### config.mk
export PLATFORM = sky130hd
export DESIGN_NAME = input_buffer
export DESIGN_NICKNAME = d
export VERILOG_FILES = /design/src/rtl/input_buffer.sv
export SDC_FILE = /design/constraint.sdc
export NUM_CORES = 1
export LEC_CHECK = 0
export ABC_AREA = 1
export CAP_MARGIN = 0
export CELL_PAD_IN_SITES_DETAIL_PLACEMENT = 0
export CELL_PAD_IN_SITES_GLOBAL_PLACEMENT = 1
export CORE_MARGIN = 2
export CORE_UTILIZATION = 38
export CTS_BUF_LIST = sky130_fd_sc_hd__clkbuf_16
export CTS_CLUSTER_DIAMETER = 60
export CTS_CLUSTER_SIZE = 16
export DETAILED_ROUTE_END_ITERATION = 12
export PLACE_DENSITY_LB_ADDON = 0.1
export SLEW_MARGIN = 20
export SYNTH_ARGS = -nofsm -noshare
export SYNTH_HDL_FRONTEND = slang
export SYNTH_SLANG_ARGS = --single-unit
### constraint.sdc
create_clock -name clk -period 1.6 [get_ports clk]
set_clock_uncertainty 0.05 [all_clocks]
set_input_delay 0.32 -clock clk [delete_from_list [all_inputs] [get_ports clk]]
set_output_delay 0.32 -clock clk [all_outputs]
set_load 0.1 [all_outputs]
### src/rtl/input_buffer.sv
// Link input buffer: DEPTH-entry first-word-fall-through flit FIFO
// with occupancy count and one-cycle overflow/underflow pulses.
module input_buffer #(
    parameter int DATA_WIDTH = 8,
    parameter int DEPTH      = 4,
    parameter int ADDR_WIDTH = 2
) (
    input  logic                  clk,
    input  logic                  rst,
    input  logic                  write,
    input  logic [DATA_WIDTH-1:0] Data_in,
    output logic                  full,
    input  logic                  read,
    output logic [DATA_WIDTH-1:0] Data_out,
    output logic                  empty,
    output logic [ADDR_WIDTH:0]   count,
    output logic                  overflow,
    output logic                  underflow
);

    localparam logic [ADDR_WIDTH:0] FULL_COUNT = (ADDR_WIDTH + 1)'(DEPTH);

    logic [DATA_WIDTH-1:0] mem [DEPTH];
    logic [ADDR_WIDTH-1:0] wr_ptr;
    logic [ADDR_WIDTH-1:0] rd_ptr;
    logic                  wr_ok;
    logic                  rd_ok;

    // Flags come from the registered count, so acceptance uses pre-edge state
    assign full     = (count == FULL_COUNT);
    assign empty    = (count == '0);
    assign wr_ok    = write && !full;
    assign rd_ok    = read && !empty;
    assign Data_out = mem[rd_ptr];

    always_ff @(posedge clk) begin
        if (wr_ok && !rst) begin
            mem[wr_ptr] <= Data_in;
        end
    end

    always_ff @(posedge clk or posedge rst) begin
        if (rst) begin
            wr_ptr    <= '0;
            rd_ptr    <= '0;
            count     <= '0;
            overflow  <= 1'b0;
            underflow <= 1'b0;
        end else begin
            overflow  <= write && full;
            underflow <= read && empty;
            if (wr_ok) begin
                wr_ptr <= wr_ptr + ADDR_WIDTH'(1);
            end
            if (rd_ok) begin
                rd_ptr <= rd_ptr + ADDR_WIDTH'(1);
            end
            case ({wr_ok, rd_ok})
                2'b10:   count <= count + (ADDR_WIDTH + 1)'(1);
                2'b01:   count <= count - (ADDR_WIDTH + 1)'(1);
                default: count <= count;
            endcase
        end
    end

endmodule

==> impl_metrics.tcl <==
set metrics [dict create \
    status "complete, but fails checks" \
    cpMaxStageDelayCell "dfrtp_1" \
    grt_pass1_vias 1222 \
    post-route-drc-count 0 \
    timing.rr.end "count[2]" \
    rows 25 \
    rrSetupSlack_ps -70 \
    ys.flop_type "edfxtp_1" \
    slowest_delay_ps 370 \
    routedWlPerCell_um 12.44 \
    clk_latency_ps 270 \
    drtIter0Drc 80 \
    cts_sinks 41 \
    area_growth_pct 51.27 \
    fp.coreArea_sq_mm 0.004692 \
    synth_nets 180 \
    n_fill_cell 394 \
    tritoncts "done" \
    place_congestion 0.7485 \
    slew_viol_final 0 \
    setup_slack_ps -119.7 \
    worstPathCellList "inv_2 -> buf_4 -> o211ai_1 -> nand2_2 -> buf_12" \
    violations "setup timing" \
    grt_overflow 0 \
    grt_pass1_wl_mm 5.561 \
    fmax_mhz 581.5 \
    yosysSeqAreaShare 0.6498 \
    antenna_found_initial 0 \
    synth_common_cells "nand2_1 (41), inv_1 (35), edfxtp_1 (32)" \
    r2r_start "count[0]" \
    grt_max_degree 25 \
    synth_area_leaders "edfxtp_1 (53%), dfrtp_1 (12%), nand2_1 (8.4%), inv_1 (7.2%), o211ai_1 (6.6%)" \
    cts_max_path_buffers 2 \
    rr_worst_depth 10 \
    start_util 0.3891 \
    grt_usage 0.1420 \
    drive_gt1_frac 0.3773 \
    cp_max_fo 9 \
    ys_seq_elements 41 \
    finalCritPeriodShare 1.075 \
    path_clk_slew_ps 60 \
    relSlewSlack 0.8678 \
    portBuffers 26 \
    rsz0062_at_grt "true" \
    die_h_um 73.31 \
    hold_violations 0 \
    dr.pass1.iters 4 \
    avgSynthCellArea_sq_um 11.27 \
    synth_edf_count 32 \
    netlist_area_sq_mm 0.001826 \
    synthCells 162 \
    final_nets 237 \
    cp_data_arrival_time_ps 1350 \
    critical_path_required_ps 1230 \
    worst_slew_pin_slew_ps 198.1 \
    place_hpwl_mm 2.468 \
    vias 1266 \
    synth_cell_types 18 \
    yosys.area.top_type "edfxtp_1" \
    hold_buffers 0 \
    cts_buffers 5 \
    h-tree-depth 2 \
    antennaDiodeCount 0 \
    hold_path.class "in -> async" \
    die_w_um 73.31 \
    period_needed_ps 1720 \
    synth.most_common_cell "nand2_1" \
    final_core_util 0.5885 \
    ioPinCount 27 \
    routed_wl_mm 3.409 \
    via_per_inst 4.620 \
    end_kind "primary output" \
    ys_warn_count 0 \
    cap_violations 0 \
    crit_path_start_kind "register" \
    async_reset_ff_frac 0.2195 \
    ant_nets 0 \
    synth_top_cell_area_share 0.5264 \
    cts-root-buf "clkbuf_16" \
    setup_viol 12 \
    dieArea_sq_mm 0.005374 \
    path_class "reg -> out" \
]
==> state kept, by name, summed over array words and instances (netlist names) <==
signal,cells
count,3
mem,32
overflow,1
rd_ptr,2
underflow,1
wr_ptr,2
==> area by class of cell <==
type,instances,area [sq um],share of cell area
multi-input cells,80,539.3,0.1953
repair buffers,54,656.9,0.2379
inverters,37,156.4,0.05664
well taps,54,67.56,0.02447
flip-flops and latches,41,1197,0.4336
clock inverters,3,18.77,0.006797
clock buffers,5,125.1,0.04531
==> through the flow <==
| step | setup WS, ps | TNS (ps) | instance area, sq um | std cells | hold slack, ps |
|---|---|---|---|---|---|
| after floorplan | -250.9 | -6664 | 1902 | 162 | 106.3 |
| final | -119.7 | -1148 | 2761 | 274 | 379.5 |
| after global placement | -271.8 | -6186 | 2526 | 260 | 458.9 |
| after detailed placement | -295.0 | -6517 | 2526 | 260 | 476.8 |
| after global routing | -214.7 | -2080 | 2761 | 274 | 401.1 |
| after CTS | -132.5 | -1245 | 2720 | 271 | 382.3 |
==> worst max-delay path, delay by kind of cell (launching register included) <==
family	cells	cell delay, ps
compound gates	1	190
simple gates	1	100
flops	1	370
buf+inv	3	390
==> kinds of logic (layout without fill, tap and decap cells) <==
group	count (synthesis)	count (layout)	share of synthesized area
flip-flops	41	41	0.6498
AO/OA/AOI/OAI	17	17	0.06854
AND/OR/NAND/NOR	56	56	0.1316
XOR/XNOR	1	1	0.004799
buffers and inverters	41	99	0.1001
adder cells (fa/ha/maj)	6	6	0.04524
==> cell usage in the layout, fill, tap and decap left out, types with 6 or more instances in the layout <==
cell and n:
inv_1 29, o211ai_1 16, nand2_2 10, buf_12 17, dfrtp_1 6, buf_4 23, nand2_1 29, clkdlybuf4s50_1 11
edfxtp_1 32
==> repair_timing <==
action                     CTS  global route
cloned                       0             0
pin swaps                    0             1
buffers inserted             3             3
setup endpoints to repair   36            28
resized for setup           11             6
==> routing by layer <==
layer	GRT usage	part of all wire
met4	0.04848	0.010
met2	0.2372	0.53
met3	0.03429	0.033
met1	0.1816	0.43
met5	0	0
==> how the worst max path moves through the flow <==
stage / cells past startpoint / from / slack (ps) / end
floorplan: 3 / count[0] / -250 / full
global placement: 10 / read / -270 / count[2]
detailed placement: 10 / read / -300 / count[2]
CTS: 6 / rd_ptr[0] / -130 / Data_out[6]
global route: 6 / rd_ptr[0] / -210 / Data_out[0]
finish: 5 / rd_ptr[0] / -120 / Data_out[6]
Power is not shown: default switching activity piles up to over one toggle a cycle in this logic, so the estimate is an artifact.
